==> config.mk <==
export PLATFORM = sky130hd
export DESIGN_NAME = vedic_mul_seq
export DESIGN_NICKNAME = d
export VERILOG_FILES = /design/src/rtl/vedic_mul_seq.sv
export SDC_FILE = /design/constraint.sdc
export NUM_CORES = 2
export LEC_CHECK = 0
export BUFFER_PORTS_ARGS = -buffer_cell sky130_fd_sc_hd__buf_2
export CORE_MARGIN = 1.5
export CORE_UTILIZATION = 61
export DETAILED_ROUTE_END_ITERATION = 8
export PLACE_DENSITY = 0.79
export SYNTH_ARGS = -nofsm -noshare
export SYNTH_HDL_FRONTEND = slang
export SYNTH_SLANG_ARGS = --single-unit
==> constraint.sdc <==
create_clock -name clk -period 13.5 [get_ports clk]
set_clock_uncertainty 0.15 [all_clocks]
set_input_delay 1.35 -clock clk [delete_from_list [all_inputs] [get_ports clk]]
set_output_delay 1.35 -clock clk [all_outputs]
set_load 0.03 [all_outputs]
==> src/rtl/vedic_mul_seq.sv <==
// Sequential Vedic multiplier: one HALFxHALF unsigned partial product per
// cycle (ll, lh, hl, hh), sign fixed up at the end, valid/ready on both sides.
module vedic_mul_seq #(
  parameter int WIDTH = 64
) (
  input  logic                 clk,
  input  logic                 rst_n,
  input  logic                 flush,
  input  logic                 in_valid,
  output logic                 in_ready,
  input  logic [WIDTH-1:0]     A,
  input  logic [WIDTH-1:0]     B,
  input  logic [1:0]           mode,
  output logic                 out_valid,
  input  logic                 out_ready,
  output logic [2*WIDTH-1:0]   Z,
  output logic                 busy
);

  localparam int HALF = WIDTH / 2;
  localparam int ZW   = 2 * WIDTH;

  typedef enum logic [1:0] {
    IDLE,
    CALC,
    FIX,
    DONE
  } state_t;

  state_t state, state_nxt;

  logic [1:0]       step;
  logic [WIDTH-1:0] a_mag, b_mag;
  logic             neg;
  logic [ZW-1:0]    acc;
  logic [ZW-1:0]    z_q;

  logic             a_sgn, b_sgn;
  logic             a_neg, b_neg;
  logic [WIDTH-1:0] a_abs, b_abs;
  logic             accept;

  logic [HALF-1:0]  op_a, op_b;
  logic [WIDTH-1:0] prod;
  logic [ZW-1:0]    pp_ext, pp_sh;

  // mode 11 falls through to the unsigned path
  assign a_sgn  = (mode == 2'b01) || (mode == 2'b10);
  assign b_sgn  = (mode == 2'b01);
  assign a_neg  = a_sgn & A[WIDTH-1];
  assign b_neg  = b_sgn & B[WIDTH-1];
  assign a_abs  = a_neg ? -A : A;
  assign b_abs  = b_neg ? -B : B;
  assign accept = in_valid & (state == IDLE) & ~flush;

  assign op_a   = step[1] ? a_mag[WIDTH-1:HALF] : a_mag[HALF-1:0];
  assign op_b   = step[0] ? b_mag[WIDTH-1:HALF] : b_mag[HALF-1:0];
  assign prod   = {{HALF{1'b0}}, op_a} * {{HALF{1'b0}}, op_b};
  assign pp_ext = {{WIDTH{1'b0}}, prod};

  always_comb begin
    pp_sh = pp_ext;
    unique case (step)
      2'd0:    pp_sh = pp_ext;
      2'd1:    pp_sh = pp_ext << HALF;
      2'd2:    pp_sh = pp_ext << HALF;
      2'd3:    pp_sh = pp_ext << WIDTH;
      default: pp_sh = pp_ext;
    endcase
  end

  always_ff @(posedge clk or negedge rst_n) begin
    if (!rst_n) state <= IDLE;
    else        state <= state_nxt;
  end

  always_comb begin
    state_nxt = state;
    unique case (state)
      IDLE:    if (accept) state_nxt = CALC;
      CALC:    if (step == 2'd3) state_nxt = FIX;
      FIX:     state_nxt = DONE;
      DONE:    if (out_ready) state_nxt = IDLE;
      default: state_nxt = IDLE;
    endcase
    if (flush) state_nxt = IDLE;
  end

  always_ff @(posedge clk or negedge rst_n) begin
    if (!rst_n) begin
      step  <= '0;
      a_mag <= '0;
      b_mag <= '0;
      neg   <= 1'b0;
      acc   <= '0;
      z_q   <= '0;
    end else if (flush) begin
      step  <= '0;
      neg   <= 1'b0;
      acc   <= '0;
      z_q   <= '0;
    end else begin
      unique case (state)
        IDLE: begin
          if (accept) begin
            a_mag <= a_abs;
            b_mag <= b_abs;
            neg   <= a_neg ^ b_neg;
            acc   <= '0;
            step  <= '0;
          end
        end
        CALC: begin
          acc  <= acc + pp_sh;
          step <= step + 2'd1;
        end
        FIX:     z_q <= neg ? -acc : acc;
        default: ;
      endcase
    end
  end

  assign in_ready  = (state == IDLE);
  assign out_valid = (state == DONE);
  assign busy      = (state != IDLE);
  assign Z         = z_q;

endmodule

Yosys cells after proc, flatten, opt, wreduce, memory -nomap -nowiden
Cells that the tools add are included.
- word-level logic and storage cells: 65
- register bits after elaboration: 389
- bits of input ports: 135
- output and inout bits: 131
- multipliers: 1
- reduce and logical (&&, ||, !) cells: 13
- add/sub/neg operators: 5
- bitwise operators: 6
- mux-type cells: 22
- equality and inequality tests: 11
- operator list (cell ; number):
    2-to-1 mux 128 bit ; 5
    one-hot mux 128 bit (3 select lines) ; 1
    one-hot mux 128 bit (2 select lines) ; 1
    adder 128 bit ; 1
    2-to-1 mux 64 bit ; 2
    negator 128 bit ; 1
    negator 64 bit ; 2
    multiplier 32 x 32 -> 64 bit ; 1
    2-to-1 mux 32 bit ; 2
    2-to-1 mux 2 bit ; 6
    equality test 2 bit (second input constant) ; 5
    one-hot mux 2 bit (4 select lines) ; 1
    nonzero test 2 bit ; 4
    equality test 2 x 1 -> 1 bit (second input constant) ; 3
    != test 3 x 2 -> 1 bit (second input constant) ; 2
    AND reduction 3 bit ; 2
    bitwise AND 1 bit ; 4
    zero test 2 bit ; 2
    one-hot mux 2 bit (2 select lines) ; 1
    AND reduction 2 bit ; 2
    2-to-1 mux 1 bit ; 3
    != test 3 bit (second input constant) ; 1
    nonzero test 3 bit ; 1
    adder 2 x 1 -> 2 bit (second input constant) ; 1
    other kinds (4) ; 4

Longest topological paths before layout
- depth in word-level cells: 7
- mapped depth: 48
- mapped depth without buffers: 42

Worst setup path after synthesis
Ideal clock, no wire load.
- path type: register to register
- from: register step[1]
- to: register acc[124]
- clock period less this slack: 11.990 ns
- required time: 13.217 ns
- cell stages (with the launch flop): 45
- library setup time: 0.133 ns
- data arrival time: 11.707 ns
- path slack: 1.510 ns
- cells stage by stage: dfrtp_1 -> clkbuf_1 -> clkbuf_1 -> clkbuf_1 -> mux2i_1 -> clkbuf_1 -> nor2_1 -> fa_1 -> inv_1 -> fa_1 -> fa_1 -> fa_1 -> inv_1 -> fa_1 -> inv_1 -> fa_1 -> inv_1 -> fa_1 -> [... 9 more ...] -> o21ai_0 -> a41oi_1 -> o41ai_1 -> xnor2_1 -> o21ai_0 -> ha_1 -> a21o_1 -> a21o_1 -> a21o_1 -> a311o_1 -> a221oi_1 -> o21ai_0 -> a21oi_1 -> o21ai_1 -> a211o_1 -> a31oi_1 -> xor2_1 -> o21ai_0
- longest elaborated chain between the ends: 6
- elaborated cells between the ends (all ways): 11
- those cells by class: 1 x add/sub; 1 x mul; 3 x eq/ne; 4 x mux; 2 x reduce/logical
- ends and longest elaborated chain (element ; line ; source):
    start, declared ; 32 ; logic [1:0] step;
    start signal, assigned ; 115 ; step <= step + 2'd1;
    2-to-1 mux 32 bit, or another cell as far along ; 56 ; assign op_a = step[1] ? a_mag[WIDTH-1:HALF] : a_mag[HALF-1:0];
    multiplier 32 x 32 -> 64 bit / OR reduction 2 bit (equally long branches) ; -- ;
    one-hot mux 128 bit (3 select lines) (*) ; 63 ; unique case (step)
    adder 128 bit (*) ; 114 ; acc <= acc + pp_sh;
    one-hot mux 128 bit (2 select lines) (*) ; 103 ; unique case (state)
    2-to-1 mux 128 bit (*) ; 97 ; end else if (flush) begin
    end signal, assigned ; 114 ;
    end, declared ; 35 ; logic [ZW-1:0] acc;
Every way passes the cells marked *; elsewhere a longest branch is shown, timed or not.
A chain may end at the register's enable or synchronous reset.

Worst setup path in the final report
- from: register step[0]
- to: register acc[124]
- longest elaborated chain between the ends: 6
- elaborated cells between the ends (all ways): 11
- those cells by class: 1 x add/sub; 1 x mul; 3 x eq/ne; 4 x mux; 2 x reduce/logical
- ends and longest elaborated chain (element ; line ; source):
    2-to-1 mux 32 bit, or another cell as far along ; 57 ; assign op_b = step[0] ? b_mag[WIDTH-1:HALF] : b_mag[HALF-1:0];
    multiplier 32 x 32 -> 64 bit / OR reduction 2 bit (equally long branches) ; -- ;
    one-hot mux 128 bit (3 select lines) (*) ; 63 ;
    adder 128 bit (*) ; 114 ;
    one-hot mux 128 bit (2 select lines) (*) ; 103 ;
    2-to-1 mux 128 bit (*) ; 97 ;
Marked as above.

==> impl_results.md <==
* Fin crit share at 0.9693
* ANT nets after route at 0
* CORE AREA at 100000 µm²
* Hold depth at 2
* CP Launch Type: register
* Req. time, crit path at between 10 and 15 ns
* Synth Area per Inst at between 8 and 9 µm²
* Status: finished, final reports clean
* Max_cap viols at 0
* Final Hold Viols at 0
* Gate Count Post-Synth at about 7300
* Die width at 320.4 µm
* Post-synth design cell area at between 60000 and 70000 µm²
* Vias in the first global route at 54950
* Drt pass-1 iters at 9
* Die H at 320.4 µm
* Total global routing overflow at 0
* Worst relative slew slack at 0.2652
* Slew @ Worst Pin at 1.094 ns
* Setup TNS at 0 ns
* All-layer global routing usage at 0.4235
* Post-DP HPWL at around 180000 µm
* Min-Delay Path Class: reg2reg
* # IOs at 266
* Net count of the finished layout at roughly 8900
* Pre-CTS WS at 0.3433 ns
* Row count at 116
* Initial antenna violation count at 19
* First-pass GRT wire length at about 330000 µm
* Port-buffer cells at 265
* FMAX at 0.07642 GHz
* Number of CTS-inserted buffers at between 40 and 50
* DIE AREA at 102700 µm²
* Synth cell types at 76
* Worst skew pair latency at 0.69 ns
* Unrepaired setup endpoints after global routing: no
* Commonest non-fill, non-tap cell in the layout: nand2_1
* Iter 0 DRT Violations at just over 6000
* RePlAce Congestion at 1.055
* Vias per Instance at 6.306
* Final worst slack at 0.4148 ns
* Most frequent cells in the layout: nand2_1 (971), inv_1 (922), nor2_1 (907)
* Clock Sinks at 389
* Most used cell, CP: fa_1
* Area Growth Syn to Fin at 8.688%
* Reg2Reg Depth at 41
* Routed WL per cell at 24.76 µm
* Count of yosys warnings during synthesis at 0
* CP max stage cell: dfrtp_4
* Final setup viols at 0
* Vias at 55459
* Clock-pin slew on the worst setup and hold paths at 0.08 ns
* Initial Util at 0.6147
* DRC viols at 0
* Seq/Total Area, Yosys at 0.1584
* Crit-path max cell delay at 0.61 ns
* Post-synth EDFFs at 0
* CTS tree: yes
* Primary FF master, synth: dfrtp_1
* Largest buffer count on any clock path at 3
* Max Slew Vio Count at 0
* Layout cells sized above 1 at 0.09765
* Element type at the critical path end: register
* Root buf cell: clkbuf_16
* Arr. time, crit path at between 10 and 15 ns
* Placed cell count at slightly below 9000
* WS Path Type: reg2reg
* H-tree depth at 2
* Number of synthesized register bits at 389
* Pin count of the biggest net entering global routing at 130
* Syn_nets at 8725
* Final cell count without fillers at 8794
* Final Critical Period at 13.09 ns
* CP max FO at 13
* Layout Utilization at 0.6681
* Final wirelength at about 220000 µm
* FFs w/ async S/R, synth at 1.000
metrics by stage:
step / hold slack (ns) / area, µm²
detailed placement: 0.3162 / 64900
floorplan: 0.2944 / 61470
CTS: 0.3297 / 66590
finish: 0.3276 / 66810
global placement: 0.3095 / 64900
global route: 0.3569 / 66780
state kept, by name, indices dropped and copies added, names as in the netlist:
register	flops
Z	128
a_mag	64
acc	128
b_mag	64
neg	1
state	2
step	2
worst max-delay path, delay by kind of cell (launching register included):
kind                       cells  cell delay [ns]
xor gates and xnor gates       2             0.49
adders and majority gates     10             4.94
and+or+nand+nor                4             0.80
DFF                            1             0.61
buffers and inverters          6             0.84
muxes                          1             0.47
AOI/OAI and AO/OA             18             4.57
logic make-up (layout without fill, tap and decap cells):
logic type | after synthesis | in the layout | synth area share
xor+xnor | 435 | 435 | 0.06198
buf+inv | 1322 | 1515 | 0.08085
flops | 389 | 389 | 0.1584
other cells | 0 | 10 | 0
fa+ha+maj | 1297 | 1297 | 0.3736
compound gates | 1378 | 1378 | 0.1399
mux | 132 | 132 | 0.02276
simple gates | 2340 | 2340 | 0.1626
worst paths after layout:
path                       slack [ns]                   from                     to
max                              0.41    step[0]$_DFFE_PN0P_   acc[124]$_DFFE_PN0P_
min                              0.33  b_mag[25]$_DFFE_PN0P_  b_mag[25]$_DFFE_PN0P_
max reg2reg                      0.41    step[0]$_DFFE_PN0P_   acc[124]$_DFFE_PN0P_
min reg2reg                      0.33  b_mag[25]$_DFFE_PN0P_  b_mag[25]$_DFFE_PN0P_
max in group asynchronous       10.42                  rst_n    step[1]$_DFFE_PN0P_
min in group asynchronous        0.51                  rst_n      Z[46]$_DFFE_PN0P_
cell type report:
| type | count | area, µm² |
|---|---|---|
| Clock inverter | 24 | 345.3 |
| Tap cell | 1298 | 1624 |
| Inverter | 922 | 3461 |
| Fill cell | 8294 | 33190 |
| Antenna cell | 10 | 25.02 |
| Timing Repair Buffer | 507 | 3233 |
| Sequential cell | 389 | 9746 |
| Multi-Input combinational cell | 5582 | 47030 |
| Clock buffer | 62 | 1344 |
repair_timing:
action / CTS / global route
endpoints found under the hold margin: 0 / 0
hold buffers: 0 / 0
setup buffers: 0 / 11
endpoints found under the setup margin: 0 / 21
gates resized for setup: 0 / 12
layer usage:
| layer | GRT usage | routed length (µm) |
|---|---|---|
| met3 | 0.1568 | 29870 |
| met2 | 0.6234 | 93090 |
| met1 | 0.5455 | 80960 |
| met4 | 0.2216 | 13730 |
| met5 | 0 | 94 |
cells in the mapped netlist (all sizes together) (43+ instances only):
library cell / number / share of area
a211oi: 138 / 0.017
a21o: 150 / 0.018
a21oi: 273 / 0.022
a31oi: 43 / 0.0044
and2: 53 / 0.0054
clkbuf: 386 / 0.024
dfrtp: 389 / 0.16
fa: 897 / 0.29
ha: 400 / 0.081
inv: 922 / 0.056
mux2: 62 / 0.011
mux2i: 70 / 0.011
nand2: 971 / 0.059
nand3: 49 / 0.0040
nand4: 80 / 0.0081
nor2: 909 / 0.056
nor3: 51 / 0.0042
o21ai: 485 / 0.039
o21bai: 51 / 0.0062
o31ai: 66 / 0.0085
xnor2: 185 / 0.026
xor2: 250 / 0.036
Power is left out: the tool's default activity adds up to more than one toggle a clock period on the data nets, which glitch-free logic cannot reach.
